<file path="config.mk">
export PLATFORM = sky130hd
export DESIGN_NAME = uart_tx
export DESIGN_NICKNAME = d
export VERILOG_FILES = /design/src/rtl/uart_pkg.sv /design/src/rtl/uart_tx.sv
export SDC_FILE = /design/constraint.sdc
export NUM_CORES = 1
export LEC_CHECK = 0
export CORE_MARGIN = 4
export CORE_UTILIZATION = 52
export CTS_BUF_LIST = sky130_fd_sc_hd__clkbuf_16
export DETAILED_ROUTE_END_ITERATION = 16
export MAX_ROUTING_LAYER = met4
export PLACE_DENSITY = 0.87
export SLEW_MARGIN = 10
export SYNTH_ARGS = -nofsm -noshare
export SYNTH_HDL_FRONTEND = slang
export SYNTH_SLANG_ARGS = --single-unit
</file>
<file path="constraint.sdc">
create_clock -name i_clk -period 2.4 [get_ports i_clk]
set_clock_uncertainty 0.05 [all_clocks]
set_input_delay 0.72 -clock i_clk [delete_from_list [all_inputs] [get_ports i_clk]]
set_output_delay 0.72 -clock i_clk [all_outputs]
set_load 0.005 [all_outputs]
</file>
<file path="src/rtl/uart_pkg.sv">
// Shared UART definitions: FSM state encoding and default frame parameters.
// The transmitter and receiver both import this package.
package uart_pkg;

    typedef enum logic [1:0] {
        IDLE  = 2'b00,
        START = 2'b01,
        DATA  = 2'b10,
        STOP  = 2'b11
    } uart_state_e;

    localparam int UART_DBIT    = 8;
    localparam int UART_SB_TICK = 16;

    // Counter width for a count range of n values; never below one bit.
    function automatic int cnt_width(input int n);
        return (n <= 1) ? 1 : $clog2(n);
    endfunction

endpackage

</file>
<file path="src/rtl/uart_tx.sv">
// UART transmitter: serialises DBIT data bits LSB first between a start bit and
// a stop bit of SB_TICK sample ticks, pacing every bit on the external 16x tick.
module uart_tx
    import uart_pkg::*;
#(
    parameter int DBIT    = UART_DBIT,
    parameter int SB_TICK = UART_SB_TICK
) (
    input  logic            i_clk,
    input  logic            i_reset,
    input  logic            i_s_tick,
    input  logic            i_tx_start,
    input  logic [DBIT-1:0] i_din,
    output logic            o_tx,
    output logic            o_busy,
    output logic            o_tx_done_tick
);

    // The tick counter widens beyond 4 bits only when the stop bit is longer than 16 ticks.
    localparam int SW = cnt_width((SB_TICK > 16) ? SB_TICK : 16);
    localparam int NW = cnt_width(DBIT);

    localparam logic [SW-1:0] S_LAST_BIT  = SW'(15);
    localparam logic [SW-1:0] S_LAST_STOP = SW'(SB_TICK - 1);
    localparam logic [NW-1:0] N_LAST      = NW'(DBIT - 1);

    uart_state_e     state_q, state_d;
    logic [SW-1:0]   s_cnt_q, s_cnt_d;
    logic [NW-1:0]   n_cnt_q, n_cnt_d;
    logic [DBIT-1:0] b_q, b_d;
    logic            tx_q, tx_d;
    logic            done_q, done_d;

    always_comb begin
        state_d = state_q;
        s_cnt_d = s_cnt_q;
        n_cnt_d = n_cnt_q;
        b_d     = b_q;
        tx_d    = tx_q;
        done_d  = 1'b0;
        case (state_q)
            IDLE: begin
                tx_d = 1'b1;
                // A tick arriving together with the start request is deliberately not counted.
                if (i_tx_start) begin
                    b_d     = i_din;
                    s_cnt_d = '0;
                    state_d = START;
                end
            end
            START: begin
                tx_d = 1'b0;
                if (i_s_tick) begin
                    if (s_cnt_q == S_LAST_BIT) begin
                        s_cnt_d = '0;
                        n_cnt_d = '0;
                        state_d = DATA;
                    end else begin
                        s_cnt_d = s_cnt_q + SW'(1);
                    end
                end
            end
            DATA: begin
                tx_d = b_q[0];
                if (i_s_tick) begin
                    if (s_cnt_q == S_LAST_BIT) begin
                        s_cnt_d = '0;
                        b_d     = b_q >> 1;
                        if (n_cnt_q == N_LAST) begin
                            state_d = STOP;
                        end else begin
                            n_cnt_d = n_cnt_q + NW'(1);
                        end
                    end else begin
                        s_cnt_d = s_cnt_q + SW'(1);
                    end
                end
            end
            STOP: begin
                tx_d = 1'b1;
                if (i_s_tick) begin
                    if (s_cnt_q == S_LAST_STOP) begin
                        state_d = IDLE;
                        done_d  = 1'b1;
                    end else begin
                        s_cnt_d = s_cnt_q + SW'(1);
                    end
                end
            end
            default: state_d = IDLE;
        endcase
    end

    always_ff @(posedge i_clk) begin
        if (i_reset) begin
            state_q <= IDLE;
            s_cnt_q <= '0;
            n_cnt_q <= '0;
            b_q     <= '0;
            tx_q    <= 1'b1;
            done_q  <= 1'b0;
        end else begin
            state_q <= state_d;
            s_cnt_q <= s_cnt_d;
            n_cnt_q <= n_cnt_d;
            b_q     <= b_d;
            tx_q    <= tx_d;
            done_q  <= done_d;
        end
    end

    assign o_tx           = tx_q;
    assign o_busy         = (state_q != IDLE);
    assign o_tx_done_tick = done_q;

endmodule
</file>
---- After elaboration in Yosys (flattened, before gate mapping) ----
Index checks and enable logic that the tools add are counted.
storage, ports and cells
  register bits after elaboration ......... 19
  input port bits ......................... 12
  word-level logic and storage cells ...... 64
operators by class
  add/sub/neg operators ................... 2
  equal/unequal tests ..................... 16
  mux-type cells .......................... 27
  bitwise operators ....................... 2
  reductions and logical operators ........ 11
operator list
  operator               number
  $mux W8                3
  $mux W4                5
  $ne A2 B2 Y1 const B   10
  $mux W2                8
  $pmux W8 S2            1
  $mux W3                5
  $pmux W4 S3            1
  $pmux W2 S4            1
  $reduce_and A4 Y1      2
  $reduce_and A8 Y1      1
  $pmux W3 S2            1
  $reduce_and A6 Y1      1
  $reduce_bool A2 Y1     3
  $add A4 B1 Y4 const B  1
  $eq A2 B2 Y1 const B   2
  $eq A4 B4 Y1 const B   1
  $reduce_or A2 Y1       2
  $add A3 B1 Y3 const B  1
  $eq A3 B3 Y1 const B   1
  $pmux W1 S3            1
  $reduce_or A3 Y1       1
  $eq A2 B1 Y1 const B   1
  $logic_not A2 Y1       1
  $ne A2 B1 Y1 const B   1
  2 further kinds        3

---- Logic depth before layout (Yosys ltp) ----
Gate-level depths: netlist of the first run.
  depth after elaboration ................. 5
  depth in mapped cells ................... 8
  mapped depth without buffers ............ 6

---- Worst setup path before layout of the first run ----
No wires, ideal clock.
  path type ............................... register to register
  start point ............................. register state_q[1]
  end point ............................... register state_q[0]
  arrival time ............................ 1.545 ns
  data required time ...................... 2.229 ns
  slack ................................... 0.684 ns
  stages on the path, launching flop included .. 7
  buffers on the path ..................... 0
  clock period less this slack ............ 1.716 ns
  cells stage by stage .................... dfxtp_1 > inv_1 > ha_1 > or2_2 > a211oi_1 > nor2_1 > mux2_2
between the ends
  longest elaborated chain between the ends .. 3
  elaborated cells between the ends (all ways) .. 14
ends and longest elaborated chain
  element                                     line            RTL
  start: declaration                          uart_tx.sv:27   uart_state_e state_q, state_d;
  start signal: assignment                    uart_tx.sv:103  state_q <= state_d;
  $eq A2 B2 Y1, or another cell as far along  uart_tx.sv:41   case (state_q)
  $ne A2 B2 Y1 (no line)                      n/a
  $reduce_and A8 Y1 (no line)                 n/a
Parallel ways exist; a longest one is shown, timed or not.
A chain may end at the register's enable or synchronous reset.

---- Worst setup path after layout of the first run ----
  start point ............................. register state_q[0]
  end point ............................... output port o_busy
between the ends
  longest elaborated chain between the ends .. 1
ends and longest elaborated chain
  element             line            RTL
  $reduce_bool A2 Y1  uart_tx.sv:113  assign o_busy = (state_q != IDLE);
  end: declaration    uart_tx.sv:15   output logic o_busy,
No other way between the ends.

==> summary.json, run 1 <==
{
  "clkSinkCount": 19,
  "mappedNetlistNets": 124,
  "die_w_um": 52.1,
  "internal_reg_to_reg_setup_slack_ns": 0.45,
  "power_per_cell_area_nw_per_um2": 1110,
  "htree_levels": 1,
  "netlist.area_leader.share": 0.376,
  "starting_drt_drc_count": 7,
  "globalRoute.totalOverflow": 0,
  "combinational_family_with_the_most_area_after_synthesis": "simple AND/OR/NAND/NOR gates",
  "timing.hold.ws_ns": 0.429,
  "clock_tree_from_tritoncts": "built",
  "netlist_instances": 105,
  "path_max_fanout": 5,
  "cts.root.buffer_cell": "sky130_fd_sc_hd__clkbuf_16",
  "worst_slew_margin_rel": 0.683,
  "period_minus_slack_ns": 2.26,
  "synth_largest_area_cell": "sky130_fd_sc_hd__dfxtp_1",
  "insertedDiodeCount": 0,
  "power.static_leakage_nw": 0.543,
  "final_core_util": 0.733,
  "die-height_um": 52.1,
  "setup_repair_after_global_routing_missed_its_margin": "no",
  "finalHoldViolCount": 0,
  "tightestPinTransition_ns": 0.476,
  "achievable-frequency_mhz": 442,
  "yosys.area_share.xor_xnor": 0,
  "drt_drc_violations_left": 0,
  "cts_buffers": 3,
  "grt_start_max_net_pins": 18,
  "clock_latency_ns": 0.25,
  "fin_nets": 146,
  "synth.distinct_cells": 33,
  "worst_hold_path.endpoint": "n_cnt_q[2]",
  "drt_wl_cell_um": 13.9,
  "synth_mux_area_frac": 0.0916,
  "cts-root-to-sink-buffers": 2,
  "buffers_inserted_by_post_cts_timing_repair": 0,
  "finish_stage_setup_viols": 0,
  "n_fill_cell": 138,
  "yosys.area_share.simple": 0.203,
  "route.vias.total": 820,
  "critPathLaunchType": "flip-flop",
  "min_from": "n_cnt_q[2]",
  "max_cap_viol_count": 0,
  "worstSetupEndpointType": "output pin",
  "ys.warnings.count": 0,
  "worst-r2r-cell-count": 7,
  "synth_seq_cells": 19,
  "area_of_placed_instances_um2": 1230,
  "drt-vias-per-instance": 5.43,
  "crit_arrival_ns": 1.49,
  "fp.dieArea_um2": 2710,
  "outcome": "finished, final reports clean",
  "numPortBuffers": 14,
  "grt.total_usage": 0.184,
  "cell_area_synth_um2": 1010,
  "fp.coreArea_um2": 1780,
  "vdd_ir_drop_max_v": 0.000549,
  "dominant_cells_by_area_after_synthesis": "sky130_fd_sc_hd__dfxtp_1 38%, sky130_fd_sc_hd__ha_1 8.7%, sky130_fd_sc_hd__mux2i_1 6.9%, sky130_fd_sc_hd__a211oi_1 5.2%, sky130_fd_sc_hd__nor2_1 4.5%",
  "fin_total_pwr_mw": 1.45,
  "layout_worst_path_cycle_share": 0.942,
  "worst_r2r_end": "b_q[6]",
  "num_io_pins": 15,
  "initial_core_util": 0.567,
  "dr.pass1.iters": 4,
  "synth_area_in_compound_gates": 0.196,
  "postRouteAntennaNets": 0,
  "crit_required_ns": 1.63,
  "dpl.hpwl_mm": 1.55,
  "gpl.final_weighted_congestion": 0.878,
  "synth-adder-area-share": 0.0866,
  "finalInstanceArea_um2": 1310,
  "vias_in_the_first_global_route": 818,
  "worst_setup_hold_path_clk_slew_ns": 0.05,
  "antenna_found_initial": 0,
  "fp-row-count": 15,
  "setup_tns_ns": 0,
  "hold_path_class": "flip-flop to flip-flop",
  "area_growth_syn_to_layout_pct": 29.2,
  "timing.rr.start": "state_q[0]",
  "share_of_cells_above_drive_strength_1": 0.151,
  "setup.worst_path.start": "state_q[0]",
  "final_report_max_slew_violation_count": 0,
  "mapped_avg_cell_area_um2": 9.63,
  "worstHoldPathCells": 2,
  "grt_first_pass_wirelength_mm": 3.66,
  "timing_worst_setup_path_type": "flip-flop to output pin",
  "synth-seq-area-share": 0.376,
  "postRouteWirelength_mm": 2.10
}
-- cell families (layout without fill, tap and decap cells) --
group	Yosys count	in the layout
AOI/OAI and AO/OA	25	25
buffers and inverters	10	31
adders and majority gates	7	7
and+or+nand+nor	35	35
DFF	19	19
muxes	9	9
-- layout by cell type, fill, tap and decap left out, types with 2 or more instances in the layout --
cell,synthesis,routed
sky130_fd_sc_hd__a211oi_2,2,2
sky130_fd_sc_hd__mux2_2,2,2
sky130_fd_sc_hd__nand3_1,3,3
sky130_fd_sc_hd__nand3b_1,2,2
sky130_fd_sc_hd__mux2i_1,7,7
sky130_fd_sc_hd__buf_4,0,7
sky130_fd_sc_hd__o21ai_0,2,2
sky130_fd_sc_hd__nor3b_1,4,4
sky130_fd_sc_hd__clkdlybuf4s50_1,0,14
sky130_fd_sc_hd__dfxtp_1,19,18
sky130_fd_sc_hd__a211oi_1,7,7
sky130_fd_sc_hd__and3_1,2,2
sky130_fd_sc_hd__ha_1,7,7
sky130_fd_sc_hd__inv_1,5,6
sky130_fd_sc_hd__a21oi_1,5,5
sky130_fd_sc_hd__nand2b_1,5,5
sky130_fd_sc_hd__nor2b_1,2,2
sky130_fd_sc_hd__clkbuf_16,0,3
sky130_fd_sc_hd__nor2_1,12,12
-- state kept, by name (all words and copies together), names as in the netlist --
register and count:
b_q 8, n_cnt_q 3, state_q 2, s_cnt_q 4
o_tx 1, o_tx_done_tick 1
-- metal layers --
metal,global-route usage,vias to the layer above,part of all wire
li1,-,419,-
met1,0.210,371,0.45
met2,0.316,26,0.50
met3,0.0401,4,0.039
met4,0.0611,0,0.012
met5,-,-,0
-- timing repair --
action                                  4_1_cts  5_1_grt
endpoints found under the setup margin        0        1
hold buffers                                  0        0
resized for setup                             0        1
-- metrics by stage --
| stage | setup WS (ns) | instances |
|---|---|---|
| 3_3_place_gp | 0.110 | 147 |
| 5_1_grt | 0.0602 | 151 |
| 6_report | 0.138 | 151 |
| 2_1_floorplan | 0.684 | 105 |
| 3_5_place_dp | 0.0287 | 147 |
| 4_1_cts | 0.0808 | 151 |
-- cells in the mapped netlist (all sizes together) --
master,n
o211ai,1
or2,1
ha,7
nor2,12
dfxtp,19
nor4,1
o211a,1
o21ai,2
a21boi,1
inv,5
o22ai,1
o41ai,1
mux2i,7
nand2b,5
a211oi,10
clkbuf,2
nor3b,4
nand3,3
mux2,2
nor2b,2
buf,3
a21oi,5
and3,2
nand3b,2
o21bai,1
nand4,2
nand2,1
a22o,1
a211o,1
-- power by group --
group	leakage, nW	total (mW)	switching, mW	internal [mW]
registers	0.156	0.435	0.0405	0.395
clock network	0.0423	0.339	0.117	0.221
logic	0.345	0.677	0.331	0.346
total	0.543	1.45	0.489	0.963
-- final cells by class --
type,instances,area [um2],area share
Timing Repair Buffer,22,213,0.163
Inverter,5,18.8,0.0144
Clock inverter,1,3.75,0.00287
Tap cell,25,31.3,0.0239
Clock buffer,3,75.1,0.0575
Sequential cell,19,382,0.292
Multi-Input combinational cell,76,583,0.446
-- worst max path at each step --
stage                      end  slack (ns)
floorplan           state_q[0]        0.68
global placement        b_q[3]        0.11
detailed placement      b_q[6]        0.03
CTS                     o_busy        0.08
global route            o_busy        0.06
finish                  o_busy        0.14
-- critical path: stages (launching register included) --
cell and delay (ns):
sky130_fd_sc_hd__dfxtp_2 0.35, sky130_fd_sc_hd__inv_1 0.08, sky130_fd_sc_hd__ha_1 0.25, sky130_fd_sc_hd__inv_1 0.07, sky130_fd_sc_hd__clkdlybuf4s50_1 0.49
(Power assumes the default switching activity.)
==> inputs of run 2 (changes only) <==
--- a/config.mk
+++ b/config.mk
@@ -11,6 +11,7 @@
 export DETAILED_ROUTE_END_ITERATION = 16
 export MAX_ROUTING_LAYER = met4
 export PLACE_DENSITY = 0.87
+export REMOVE_ABC_BUFFERS = 1
 export SLEW_MARGIN = 10
 export SYNTH_ARGS = -nofsm -noshare
 export SYNTH_HDL_FRONTEND = slang
==> summary.json, run 2 (synthesized netlist as in run 1, its figures left out) <==
{
  "postRouteAntennaNets": {"value": 0, "change": "unchanged"},
  "finish_stage_setup_viols": {"value": 0, "change": "unchanged"},
  "setup_repair_after_global_routing_missed_its_margin": {"value": "no", "change": "unchanged"},
  "period_minus_slack": {"value": 2.34, "unit": "ns", "change": "was 2.26 ns"},
  "postRouteWirelength": {"value": 2.20, "unit": "mm", "change": "was 2.10 mm"},
  "fp.dieArea": {"value": 2710, "unit": "um2", "change": "unchanged"},
  "timing.rr.start": {"value": "state_q[0]", "change": "unchanged"},
  "regMostFlops": {"value": "b_q", "change": "unchanged"},
  "max_cap_viol_count": {"value": 0, "change": "unchanged"},
  "drt_wl_cell": {"value": 14.4, "unit": "um", "change": "was 13.9 um"},
  "worst_slack": {"value": 0.0578, "unit": "ns", "change": "was 0.138 ns"},
  "worst-r2r-cell-count": {"value": 7, "change": "unchanged"},
  "vias_in_the_first_global_route": {"value": 882, "change": "was 818"},
  "vdd_ir_drop_max": {"value": 0.000694, "unit": "V", "change": "was 0.000549 V"},
  "starting_drt_drc_count": {"value": 26, "change": "was 7"},
  "layout_worst_path_cycle_share": {"value": 0.976, "change": "was 0.942"},
  "commonest_cells_after_routing_fill_and_taps_aside": {"value": "19 x sky130_fd_sc_hd__dfxtp_1, 14 x sky130_fd_sc_hd__clkdlybuf4s50_1, 12 x sky130_fd_sc_hd__nor2_1, 8 x sky130_fd_sc_hd__buf_4", "change": "was 18 x sky130_fd_sc_hd__dfxtp_1, 14 x sky130_fd_sc_hd__clkdlybuf4s50_1, 12 x sky130_fd_sc_hd__nor2_1"},
  "grt.total_usage": {"value": 0.199, "change": "was 0.184"},
  "area_used_by_multi_input_combinational_logic": {"value": 583, "unit": "um2", "change": "unchanged"},
  "total_met3_wirelength_after_detailed_routing": {"value": 112, "unit": "um", "change": "was 82 um"},
  "die_w": {"value": 52.1, "unit": "um", "change": "unchanged"},
  "grt_start_max_net_pins": {"value": 17, "change": "was 18"},
  "achievable-frequency": {"value": 427, "unit": "MHz", "change": "was 442 MHz"},
  "cts.root.buffer_cell": {"value": "sky130_fd_sc_hd__clkbuf_16", "change": "unchanged"},
  "worstHoldPathCells": {"value": 2, "change": "unchanged"},
  "drt-vias-per-instance": {"value": 5.57, "change": "was 5.43"},
  "tightestPinTransition": {"value": 0.406, "unit": "ns", "change": "was 0.476 ns"},
  "dr_wl_met2": {"value": 1.04, "unit": "mm", "change": "about the same"},
  "internal_reg_to_reg_setup_slack": {"value": 0.52, "unit": "ns", "change": "was 0.45 ns"},
  "buffers_inserted_by_post_cts_timing_repair": {"value": 0, "change": "unchanged"},
  "path_max_fanout": {"value": 5, "change": "unchanged"},
  "dpl.hpwl": {"value": 1.52, "unit": "mm", "change": "was 1.55 mm"},
  "worst_r2r_end": {"value": "s_cnt_q[3]", "change": "was b_q[6]"},
  "hold_path_class": {"value": "flip-flop to flip-flop", "change": "unchanged"},
  "power.static_leakage": {"value": 0.546, "unit": "nW", "change": "was 0.543 nW"},
  "final_core_util": {"value": 0.737, "change": "was 0.733"},
  "antenna_found_initial": {"value": 0, "change": "unchanged"},
  "finalHoldViolCount": {"value": 0, "change": "unchanged"},
  "worst_hold_path.endpoint": {"value": "b_q[7]", "change": "was n_cnt_q[2]"},
  "timing_worst_setup_path_type": {"value": "flip-flop to output pin", "change": "unchanged"},
  "largest_register_ffs": {"value": 8, "change": "unchanged"},
  "fp.coreArea": {"value": 1780, "unit": "um2", "change": "unchanged"},
  "fin_nets": {"value": 147, "change": "was 146"},
  "globalRoute.totalOverflow": {"value": 0, "change": "unchanged"},
  "share_of_cells_above_drive_strength_1": {"value": 0.157, "change": "was 0.151"},
  "seq_area": {"value": 380, "unit": "um2", "change": "was 382 um2"},
  "insertedDiodeCount": {"value": 0, "change": "unchanged"},
  "final_report_max_slew_violation_count": {"value": 0, "change": "unchanged"},
  "area_growth_syn_to_layout": {"value": 30.0, "unit": "%", "change": "was 29.2%"},
  "drt-met1-wl": {"value": 1.01, "unit": "mm", "change": "was 953 um"},
  "drt_drc_violations_left": {"value": 0, "change": "unchanged"},
  "critPathLaunchType": {"value": "flip-flop", "change": "unchanged"},
  "die-height": {"value": 52.1, "unit": "um", "change": "unchanged"},
  "n_fill_cell": {"value": 129, "change": "was 138"},
  "min_from": {"value": "b_q[7]", "change": "was n_cnt_q[2]"},
  "dr.pass1.iters": {"value": 4, "change": "unchanged"},
  "worstSetupEndpointType": {"value": "output pin", "change": "unchanged"},
  "clock_latency": {"value": 0.25, "unit": "ns", "change": "about the same"},
  "cts-root-to-sink-buffers": {"value": 2, "change": "unchanged"},
  "numPortBuffers": {"value": 14, "change": "unchanged"},
  "layout_commonest_cell": {"value": "sky130_fd_sc_hd__dfxtp_1", "change": "unchanged"},
  "worst_slew_margin_rel": {"value": 0.729, "change": "was 0.683"},
  "dr.max_layer_used": {"value": "met4", "change": "unchanged"},
  "initial_core_util": {"value": 0.567, "change": "unchanged"},
  "crit_required": {"value": 1.63, "unit": "ns", "change": "about the same"},
  "cts_buffers": {"value": 3, "change": "unchanged"},
  "outcome": {"value": "finished, final reports clean", "change": "unchanged"},
  "clock_tree_from_tritoncts": {"value": "built", "change": "unchanged"},
  "postCtsResizedCells": {"value": 0, "change": "unchanged"},
  "fin_total_pwr": {"value": 1.47, "unit": "mW", "change": "was 1.45 mW"},
  "power_per_cell_area": {"value": 1120, "unit": "nW/um2", "change": "was 1110 nW/um2"},
  "route.vias.total": {"value": 846, "change": "was 820"},
  "grt_first_pass_wirelength": {"value": 3.86, "unit": "mm", "change": "was 3.66 mm"},
  "setup_tns": {"value": 0, "unit": "ns", "change": "unchanged"},
  "clkSinkCount": {"value": 19, "change": "unchanged"},
  "reg_top3": {"value": "b_q x8, s_cnt_q x4, n_cnt_q x3", "change": "unchanged"},
  "num_io_pins": {"value": 15, "change": "unchanged"},
  "dpl_worst_slack": {"value": 0.0682, "unit": "ns", "change": "was 0.0287 ns"},
  "htree_levels": {"value": 1, "change": "unchanged"},
  "crit_arrival": {"value": 1.57, "unit": "ns", "change": "was 1.49 ns"},
  "gpl.final_weighted_congestion": {"value": 0.810, "change": "was 0.878"},
  "cts.hold.buffers_added": {"value": 0, "change": "unchanged"},
  "fp-row-count": {"value": 15, "change": "unchanged"},
  "worst_setup_hold_path_clk_slew": {"value": 0.06, "unit": "ns", "change": "was 0.05 ns"}
}
run 2: changes by cell type in the layout (fill, tap and decap cells not counted), sizes merged:
cell,previous run,this run
inv,6,5
buf,8,9
clkinv,0,1
run 2: how the worst max path moves through the flow:
stage	startpoint	endpoint	cells after the start
finish	state_q[0]	o_busy	4
global route	state_q[0]	o_busy	4
CTS	state_q[0]	o_busy	4
detailed placement	i_s_tick	state_q[0]	5
global placement	i_s_tick	b_q[2]	6
floorplan	state_q[0]	b_q[4]	6
run 2: layer usage:
metal	global-route usage	up-vias
met5	-	-
met4	0.0917	0
met3	0.0458	4
met2	0.322	22
met1	0.232	397
li1	-	423
run 2: layout make-up:
class	count	area share
multi-input cells	76	0.444
flip-flops and latches	19	0.290
repair buffers	23	0.168
clock buffers	3	0.0571
well taps	25	0.0238
inverters	5	0.0143
clock inverters	1	0.00381
run 2: stage by stage:
stage | hold slack [ns] | std cells | cell area, um2
floorplan | 0.390 | 100 | 982
global placement | 0.407 | 148 | 1230
detailed placement | 0.413 | 148 | 1230
CTS | 0.422 | 152 | 1310
global route | 0.446 | 152 | 1310
finish | 0.421 | 152 | 1310
run 2: report_power, final:
group          internal, mW  leakage, nW  switching, mW
Combinational         0.348        0.350          0.335
Sequential            0.393        0.156         0.0407
Clock                 0.224       0.0409          0.126
run 2: worst max-delay path: stages (launching register included):
cell and delay [ns]:
sky130_fd_sc_hd__dfxtp_1 0.38, sky130_fd_sc_hd__inv_1 0.10, sky130_fd_sc_hd__ha_1 0.27, sky130_fd_sc_hd__inv_1 0.08, sky130_fd_sc_hd__clkdlybuf4s50_1 0.49
